--- src/rtl/motor_current_control_if.sv ---
// motor_current_control_if
//   Bundles the signals between the assistance algorithm / current sensing
//   side (master) and the motor current controller (slave).
//
//   Handshake: current_valid is a single-cycle strobe qualifying
//   current_sample. There is no ready signal because the controller can
//   accept a sample on every clock, so a sample is consumed in exactly the
//   cycle current_valid is high. AssistanceRequirement and brake are level
//   signals, sampled continuously.
//
//   Signals
//     AssistanceRequirement [12:0]  torque command, bit 12 = invalid/negative
//     brake                         brake lever, high kills drive
//     current_sample [11:0]         unsigned motor current ADC value
//     current_valid                 strobe qualifying current_sample
//     pwm_out                       gate-drive PWM
//     duty [9:0]                    duty currently applied, in counts
//     period_start                  one-cycle pulse while period counter is 0
//     fault                         high while in FAULT
//     fault_count [7:0]             saturating count of overcurrent trips
//     state_dbg [1:0]               controller FSM state, for observation
interface motor_current_control_if;
  logic [12:0] AssistanceRequirement;
  logic        brake;
  logic [11:0] current_sample;
  logic        current_valid;
  logic        pwm_out;
  logic [9:0]  duty;
  logic        period_start;
  logic        fault;
  logic [7:0]  fault_count;
  logic [1:0]  state_dbg;

  modport master (
    output AssistanceRequirement,
    output brake,
    output current_sample,
    output current_valid,
    input  pwm_out,
    input  duty,
    input  period_start,
    input  fault,
    input  fault_count,
    input  state_dbg
  );

  modport slave (
    input  AssistanceRequirement,
    input  brake,
    input  current_sample,
    input  current_valid,
    output pwm_out,
    output duty,
    output period_start,
    output fault,
    output fault_count,
    output state_dbg
  );
endinterface

--- src/rtl/motor_current_control.sv ---
// motor_current_control
//   Turns the 13-bit assistance torque command into a slew-limited PWM duty
//   cycle, watches sampled motor current for overcurrent and enforces brake
//   and fault shutdown of the gate drive.
//
//   Parameters
//     PWM_PERIOD  PWM period in clk cycles (2..1023)
//     DUTY_STEP   maximum duty increase per PWM period
//     OC_LIMIT    overcurrent threshold (trip when sample is strictly greater)
//     FAULT_HOLD  PWM periods spent in FAULT before retrying
//
//   Ports
//     clk      system clock
//     reset_n  asynchronous active-low reset
//     mcc      motor_current_control_if.slave (command, brake, current
//              sample in; pwm_out, duty, period_start, fault, fault_count,
//              state_dbg out)
module motor_current_control #(
  parameter int          PWM_PERIOD = 1000,
  parameter int          DUTY_STEP  = 4,
  parameter logic [11:0] OC_LIMIT   = 12'd3500,
  parameter int          FAULT_HOLD = 500
) (
  input  logic                     clk,
  input  logic                     reset_n,
  motor_current_control_if.slave   mcc
);

  localparam int HOLD_W = (FAULT_HOLD < 2) ? 1 : $clog2(FAULT_HOLD + 1);

  localparam logic [9:0]  PERIOD_LEN  = 10'(PWM_PERIOD);
  localparam logic [9:0]  PERIOD_LAST = 10'(PWM_PERIOD - 1);
  localparam logic [10:0] STEP        = 11'(DUTY_STEP);
  localparam logic [HOLD_W-1:0] HOLD_LEN = HOLD_W'(FAULT_HOLD);

  localparam logic [1:0] ST_IDLE  = 2'd0;
  localparam logic [1:0] ST_RAMP  = 2'd1;
  localparam logic [1:0] ST_RUN   = 2'd2;
  localparam logic [1:0] ST_FAULT = 2'd3;

  // registered state
  logic [9:0]        cnt;
  logic [1:0]        state;
  logic [9:0]        duty_r;
  logic              pwm_r;
  logic              ps_r;
  logic [7:0]        fcnt;
  logic [HOLD_W-1:0] hold;

  // combinational helpers
  logic [11:0] cmd;
  logic [21:0] product;
  logic [9:0]  target;
  logic        boundary;
  logic        oc_trip;
  logic [10:0] stepped;
  logic [9:0]  ramp_duty;
  logic        hold_done;

  always_comb begin
    cmd      = mcc.AssistanceRequirement[12] ? 12'd0
                                             : mcc.AssistanceRequirement[11:0];
    // cmd is a fraction of full scale (4096); scaling by the period and
    // dropping 12 bits keeps the target strictly below PWM_PERIOD.
    product  = {10'd0, cmd} * {12'd0, PERIOD_LEN};
    target   = mcc.brake ? 10'd0 : 10'(product >> 12);
    boundary = (cnt == PERIOD_LAST);
    oc_trip  = mcc.current_valid && (mcc.current_sample > OC_LIMIT);
    stepped  = {1'b0, duty_r} + STEP;
    // Upward moves are slew limited; downward moves land on target at once.
    if (target > duty_r) begin
      ramp_duty = (stepped < {1'b0, target}) ? stepped[9:0] : target;
    end else begin
      ramp_duty = target;
    end
    hold_done = (hold >= HOLD_LEN);
  end

  always_ff @(posedge clk or negedge reset_n) begin
    if (!reset_n) begin
      cnt    <= 10'd0;
      state  <= ST_IDLE;
      duty_r <= 10'd0;
      pwm_r  <= 1'b0;
      ps_r   <= 1'b0;
      fcnt   <= 8'd0;
      hold   <= '0;
    end else begin
      cnt  <= boundary ? 10'd0 : cnt + 10'd1;
      // The counter wraps to 0 on this edge, so the pulse lines up with it.
      ps_r <= boundary;
      // oc_trip is included so the gate drive drops on the same edge the
      // FSM enters FAULT rather than one cycle later.
      pwm_r <= (cnt < duty_r) && (state != ST_FAULT) && !oc_trip && !mcc.brake;

      if (oc_trip) begin
        // Overcurrent overrides any boundary update in the same cycle.
        state  <= ST_FAULT;
        duty_r <= 10'd0;
        hold   <= '0;
        if ((state != ST_FAULT) && (fcnt != 8'hff)) begin
          fcnt <= fcnt + 8'd1;
        end
      end else begin
        case (state)
          ST_FAULT: begin
            if (ps_r && !hold_done) begin
              hold <= hold + HOLD_W'(1);
            end
            if (boundary && hold_done) begin
              state <= ST_IDLE;
            end
          end
          ST_IDLE: begin
            if (boundary && (target != 10'd0)) begin
              duty_r <= ramp_duty;
              state  <= ST_RAMP;
            end
          end
          default: begin
            // RAMP and RUN share the boundary update; the next state
            // follows from where the new duty sits relative to target.
            if (boundary) begin
              duty_r <= ramp_duty;
              if (target == 10'd0) begin
                state <= ST_IDLE;
              end else if (ramp_duty == target) begin
                state <= ST_RUN;
              end else begin
                state <= ST_RAMP;
              end
            end
          end
        endcase
      end
    end
  end

  assign mcc.pwm_out      = pwm_r;
  assign mcc.duty         = duty_r;
  assign mcc.period_start = ps_r;
  assign mcc.fault        = (state == ST_FAULT);
  assign mcc.fault_count  = fcnt;
  assign mcc.state_dbg    = state;

endmodule

--- src/flat_wrapper.sv ---
// flat-port wrapper written by rule: the top's interface ports become plain ports
module motor_current_control_flat 
#(
  parameter int          PWM_PERIOD = 1000,
  parameter int          DUTY_STEP  = 4,
  parameter logic [11:0] OC_LIMIT   = 12'd3500,
  parameter int          FAULT_HOLD = 500
)
  (clk, reset_n, mcc_AssistanceRequirement, mcc_brake, mcc_current_sample, mcc_current_valid, mcc_pwm_out, mcc_duty, mcc_period_start, mcc_fault, mcc_fault_count, mcc_state_dbg);
  motor_current_control_if mcc_i ();
  input  logic clk;
  input  logic reset_n;
  input wire logic [$bits(mcc_i.AssistanceRequirement)-1:0] mcc_AssistanceRequirement;
  input wire logic [$bits(mcc_i.brake)-1:0] mcc_brake;
  input wire logic [$bits(mcc_i.current_sample)-1:0] mcc_current_sample;
  input wire logic [$bits(mcc_i.current_valid)-1:0] mcc_current_valid;
  output wire logic [$bits(mcc_i.pwm_out)-1:0] mcc_pwm_out;
  output wire logic [$bits(mcc_i.duty)-1:0] mcc_duty;
  output wire logic [$bits(mcc_i.period_start)-1:0] mcc_period_start;
  output wire logic [$bits(mcc_i.fault)-1:0] mcc_fault;
  output wire logic [$bits(mcc_i.fault_count)-1:0] mcc_fault_count;
  output wire logic [$bits(mcc_i.state_dbg)-1:0] mcc_state_dbg;
  assign mcc_i.AssistanceRequirement = mcc_AssistanceRequirement;
  assign mcc_i.brake = mcc_brake;
  assign mcc_i.current_sample = mcc_current_sample;
  assign mcc_i.current_valid = mcc_current_valid;
  assign mcc_pwm_out = mcc_i.pwm_out;
  assign mcc_duty = mcc_i.duty;
  assign mcc_period_start = mcc_i.period_start;
  assign mcc_fault = mcc_i.fault;
  assign mcc_fault_count = mcc_i.fault_count;
  assign mcc_state_dbg = mcc_i.state_dbg;
  motor_current_control #(.PWM_PERIOD(PWM_PERIOD), .DUTY_STEP(DUTY_STEP), .OC_LIMIT(OC_LIMIT), .FAULT_HOLD(FAULT_HOLD)) u_core (.clk(clk), .reset_n(reset_n), .mcc(mcc_i));
endmodule
--- config.mk ---
export PLATFORM = sky130hd
export DESIGN_NAME = motor_current_control_flat
export DESIGN_NICKNAME = d
export VERILOG_FILES = /design/src/rtl/motor_current_control_if.sv /design/src/rtl/motor_current_control.sv /design/src/flat_wrapper.sv
export SDC_FILE = /design/constraint.sdc
export NUM_CORES = 1
export LEC_CHECK = 0
export ABC_CLOCK_PERIOD_IN_PS = 4100
export BUFFER_PORTS_ARGS = -buffer_cell sky130_fd_sc_hd__buf_2
export CORE_MARGIN = 4
export CORE_UTILIZATION = 55
export CTS_CLUSTER_SIZE = 12
export DETAILED_ROUTE_END_ITERATION = 8
export GPL_TIMING_DRIVEN = 0
export PLACE_DENSITY = 0.79
export SETUP_SLACK_MARGIN = 0.1
export SLEW_MARGIN = 0
export SYNTH_ARGS = -nofsm -noshare
export SYNTH_HDL_FRONTEND = slang
export SYNTH_SLANG_ARGS = --single-unit
--- constraint.sdc ---
create_clock -name clk -period 4.1 [get_ports clk]
set_clock_uncertainty 0.15 [all_clocks]
set_input_delay 0.205 -clock clk [delete_from_list [all_inputs] [get_ports clk]]
set_output_delay 0.205 -clock clk [all_outputs]
set_load 0.02 [all_outputs]
Word level (Yosys, flattened, before mapping). Index checks and enable logic that the tools add are counted.

Bits in registers: 41. Input port bits: 29. Output and inout bits: 23. Word-level logic and storage cells: 66.

$add $sub $neg: 4. Multiply operators: 1. Order comparisons: 5. Equality and inequality tests: 8. Multiplexer cells: 19. Reduce and logical (&&, ||, !) cells: 22.

Operator list (count): $mux 10 (7); $mux 9 (3); $pmux 10 s2 (1); $mul 12x7->19 const B (1); $gt 12x12->1 const B (1); $mux 12 (1); $mux 2 (6); $add 10x3->11 const B (1); $lt 11x10->1 (1); $add 10x1->10 const B (1); $eq 10x10->1 (1); $eq 10x10->1 const B (1); $gt 10x10->1 (1); $logic_not 10->1 (1); $lt 10x10->1 (1); $reduce_bool 10->1 (1); $add 9x1->9 const B (1); $ge 9x9->1 const B (1); $add 8x1->8 const B (1); $logic_and 1x1->1 (8); $ne 8x8->1 const B (1); $ne 3x1->1 const B (2); $reduce_and 3->1 (2); $pmux 2 s2 (1); 9 further kinds (13).

Logic depth before layout (Yosys ltp).
Depth in word-level cells: 12. Depth in mapped cells: 28. Depth with buffers taken out: 26.

Worst setup path before layout. No wires, ideal clock.

Kind: input-to-reg. Start: input mcc_AssistanceRequirement[12]. End: register u_core.duty_r[8] (netlist: u_core.mcc.duty[8]). Setup time: 101 ps. Arrival time: 5854 ps. Required time: 3849 ps. Path slack: -2005 ps. Stages on the path: 24. Path buffers: 1. Cells stage by stage: clkbuf_1 > nand2b_1 > inv_1 > ha_1 > inv_1 > fa_1 > fa_1 > fa_1 > inv_1 > ha_1 > a21oi_1 > nand3b_1 > or3_1 > a211o_1 > and2_1 > ha_1 > o21a_1 > o21a_1 > o21a_1 > o21ai_0 > a21oi_1 > nor2_1 > a31oi_1 > o32ai_1.

Word-level cells in the longest chain between the ends: 9. Elaborated cells on any way between the ends: 15. Those cells by class: mul (1); order compare (2); eq/ne (1); mux (8); reduce/logical (3).

RTL lines: start: declaration (RTL line flat_wrapper.sv:13) `input wire logic [$bits(mcc_i.AssistanceRequirement)-1:0] mcc_AssistanceRequirement;`; $mux 12 (*) (RTL line motor_current_control.sv:61) `cmd = mcc.AssistanceRequirement[12] ? 12'd0`; $mul 12x7->19 (*) (RTL line motor_current_control.sv:65) `product = {10'd0, cmd} * {12'd0, PERIOD_LEN};`; $mux 10 (*) (RTL line motor_current_control.sv:66) `target = mcc.brake ? 10'd0 : 10'(product >> 12);`; $lt 11x10->1 (RTL line motor_current_control.sv:72) `ramp_duty = (stepped < {1'b0, target}) ? stepped[9:0] : target;`; $mux 10 (RTL line motor_current_control.sv:72); $mux 10 (RTL line motor_current_control.sv:71) `if (target > duty_r) begin`; $mux 10, on equally long branches (RTL line motor_current_control.sv:123, motor_current_control.sv:115); $pmux 10 s2 (RTL line motor_current_control.sv:105) `case (state)`; $mux 10 (RTL line motor_current_control.sv:96) `if (oc_trip) begin`; end signal: assignment (RTL line motor_current_control.sv:116) `duty_r <= ramp_duty;`; end signal: assignment (RTL line motor_current_control.sv:124) `duty_r <= ramp_duty;`; end: declaration (RTL line motor_current_control.sv:44) `logic [9:0] duty_r;`.

Mark *: on every way between the ends. The rest lies on a longest branch, timed or not. The select of a mux whose other input is x is not followed. A chain may end at the register's enable or synchronous reset.

Final worst setup path. Ends and elaborated chain as after synthesis.

==> impl_metrics.toml <==
[outcome]
status = "finished with violations"
violations = "setup timing"

[critical_path]
path_max_fanout = 6
setup.worst_path.class = "in2reg"
end_kind = "register"
cpMaxStageDelayCell = "fa_1"
critPathMaxStageDelay_ns = 0.51
path_delay_family = "adder cells"
path_common_cell = "fa_1"
start_kind = "primary input"
crit_required_ns = 4.14
arrival_ns = 5.86
path_buf_inv = 7

[synth]
syn_area_per_cell_um2 = 8.63
synth_top_cell_by_area = "dfrtp_1"
ys_seq_elements = 41
synthArstFlopShare_pct = 100
yosys_warnings = 0
synth_fp_nets = 782
synthFlopType = "dfrtp_1"
synth_top_area_share_pct = 18.6
synthDistinctLibCells = 64
synth-edff-count = 0
netlist_area_um2 = 5530
netlist_instances = 641
synth.area.top_cells = "dfrtp_1 19%, ha_1 18%, fa_1 12%"
synth_seq_area_share_pct = 18.6

[clock_tree]
path_clk_slew_ns = 0.09
clock_path_buffers = 2
cts_sinks = 41
clk_latency_ns = 0.31
cts_made_buffers = 5
cts_tree = "built"
cts_root_buf = "clkbuf_8"
htree_num_levels = 2

[cells_and_area]
regArea_um2 = 1030
final_cell_count_no_fill = 887
n_fill_cell = 677
drive_above_1_share_pct = 32.5
utilization_pct = 74.7
fin_nets = 894
syn_to_final_growth_pct = 32.0
multi_input_area_um2 = 4830
antenna_cells = 0

[floorplan]
die_w_um = 108
die_h_um = 108
core-area_um2 = 9770
start_util_pct = 56.6
rows = 36
pin_count = 52
die-area_um2 = 11700

[power_and_ir_drop]
cellPowerDensity_nw_per_um2 = 546
leakagePower_nw = 3.42
finalPower_mw = 3.99
peakVddDrop_v = 0.000341

[timing]
drv_slew = 0
finalHoldViolations = 0
period_share_pct = 142
layout_setup_ws_ns = -1.72
period_needed_ns = 5.82
worst_pin_slew_ns = 0.934
max_freq_mhz = 172
rsz0062_at_grt = "yes"
setup_violations = 12
relSlewSlack_pct = 37.7

[detailed_routing]
vias = 5431
drt-vias-per-instance = 6.12
final_antenna_net_count = 0
drcViolationCount = 0
wl_mm = 16.2
drt_iter0_drc = 472
wl_per_cell_um = 18.3
drtPass1Iterations = 5

[grt]
antenna_found_initial = 0
overflow = 0
track_usage_pct = 26.6
grt_pass1_wl_mm = 25.3
grt_start_max_net_pins = 42
grt_pass1_vias = 5323

[place]
place_congestion = 0.929
place_inst = 825
dp_hpwl_mm = 11.1
io_buffer_count = 51

[run]
drv_cap = 0

[hold_path]
hold_class = "reg2reg"
==> layer usage <==
metal	global-route usage, %	share of wire (%)
met3	3.76	6.5
met5	0	0
met2	45.4	50
met1	36.3	41
met4	5.41	2.5
==> where the power goes <==
group          total [mW]  switching, mW  internal (mW)
clock network       0.410          0.164          0.245
logic                3.14           1.74           1.39
registers           0.440         0.0192          0.421
total                3.99           1.92           2.06
==> area by class of cell <==
cell class / instances / share of cell area, %
clock inverters: 3 / 0.943
inverters: 86 / 4.63
clock buffers: 5 / 0.943
multi-input cells: 501 / 66.2
flip-flops and latches: 41 / 14.1
well taps: 133 / 2.28
repair buffers: 106 / 9.85
plain buffers: 12 / 1.13
==> synth_stat cells (16+ instances only) <==
cell,count
ha_1,78
xnor2_1,22
fa_1,34
nor3_1,17
nand2_1,36
nor2_1,49
nand2b_1,16
dfrtp_1,41
inv_1,85
o21ai_0,16
a21oi_1,41
==> stage by stage <==
stage / setup TNS, ns / setup WS (ns) / hold WS (ns) / area (µm²)
finish: -19.39 / -1.72 / 0.341 / 7300
global route: -21.46 / -1.91 / 0.377 / 7300
CTS: -17.85 / -1.53 / 0.344 / 6930
detailed placement: -27.00 / -2.33 / 0.245 / 6160
global placement: -25.95 / -2.24 / 0.210 / 6160
floorplan: -16.40 / -1.46 / -0.241 / 5740
==> cell families (layout without fill, tap and decap cells) <==
kind of cell | count (synthesis) | count (layout) | synth area share [%]
buf+inv | 99 | 212 | 6.74
compound gates | 142 | 142 | 18.6
xor+xnor | 35 | 35 | 5.54
mux | 6 | 6 | 1.11
fa+ha+maj | 112 | 112 | 30.0
simple gates | 206 | 206 | 19.5
flops | 41 | 41 | 18.6
==> path summary, 6_finish.rpt <==
check                      depth (start not counted)                           from  slack, ns                        end
min reg2reg                                        1                  u_core.cnt[0]       0.34              u_core.cnt[0]
max reg2reg                                       11             u_core.mcc.duty[2]       0.25         u_core.mcc.duty[8]
max in group asynchronous                          2                        reset_n       2.74  u_core.mcc.fault_count[3]
min in group asynchronous                          2                        reset_n       0.46              u_core.cnt[5]
min                                                1                  u_core.cnt[0]       0.34              u_core.cnt[0]
max                                               27  mcc_AssistanceRequirement[12]      -1.72         u_core.mcc.duty[8]
==> registers in the layout, summed over array words and instances (netlist names) <==
register,flops
u_core.cnt,10
u_core.hold,9
u_core.mcc.duty,10
u_core.mcc.fault_count,8
u_core.mcc.period_start,1
u_core.mcc.pwm_out,1
u_core.mcc.state_dbg,2
==> cell usage in the layout (no fill, tap or decap), types with 5 or more instances in the layout <==
master | synthesis | routed
inv_1 | 85 | 68
ha_1 | 78 | 63
buf_2 | 1 | 50
buf_4 | 0 | 48
dfrtp_1 | 41 | 41
nor2_1 | 49 | 40
fa_1 | 34 | 34
nand2_1 | 36 | 29
a21oi_1 | 41 | 24
xnor2_1 | 22 | 22
nand4_1 | 15 | 15
nor3_1 | 17 | 15
inv_2 | 1 | 13
nand3_1 | 15 | 13
xor2_1 | 13 | 13
ha_4 | 0 | 13
a21o_1 | 13 | 12
o21ai_0 | 16 | 12
a21oi_2 | 1 | 11
nand2b_1 | 16 | 9
or3_1 | 9 | 8
and3_1 | 10 | 8
o211ai_1 | 8 | 8
nand2b_4 | 0 | 7
clkbuf_1 | 11 | 7
nor2b_1 | 11 | 7
a21oi_4 | 0 | 7
buf_6 | 0 | 6
o21a_1 | 7 | 6
a31oi_1 | 7 | 6
clkbuf_8 | 0 | 6
nor2_4 | 0 | 5
==> repair_timing <==
action                     4_1_cts  5_1_grt
hold endpoints to repair        41        0
resized for setup               79       54
buffers inserted                37       16
pin swaps                       48       33
cloned                           1        0
hold buffers                     1        0
setup endpoints to repair       12       12
No activity file was read; power rests on OpenSTA's default activity.
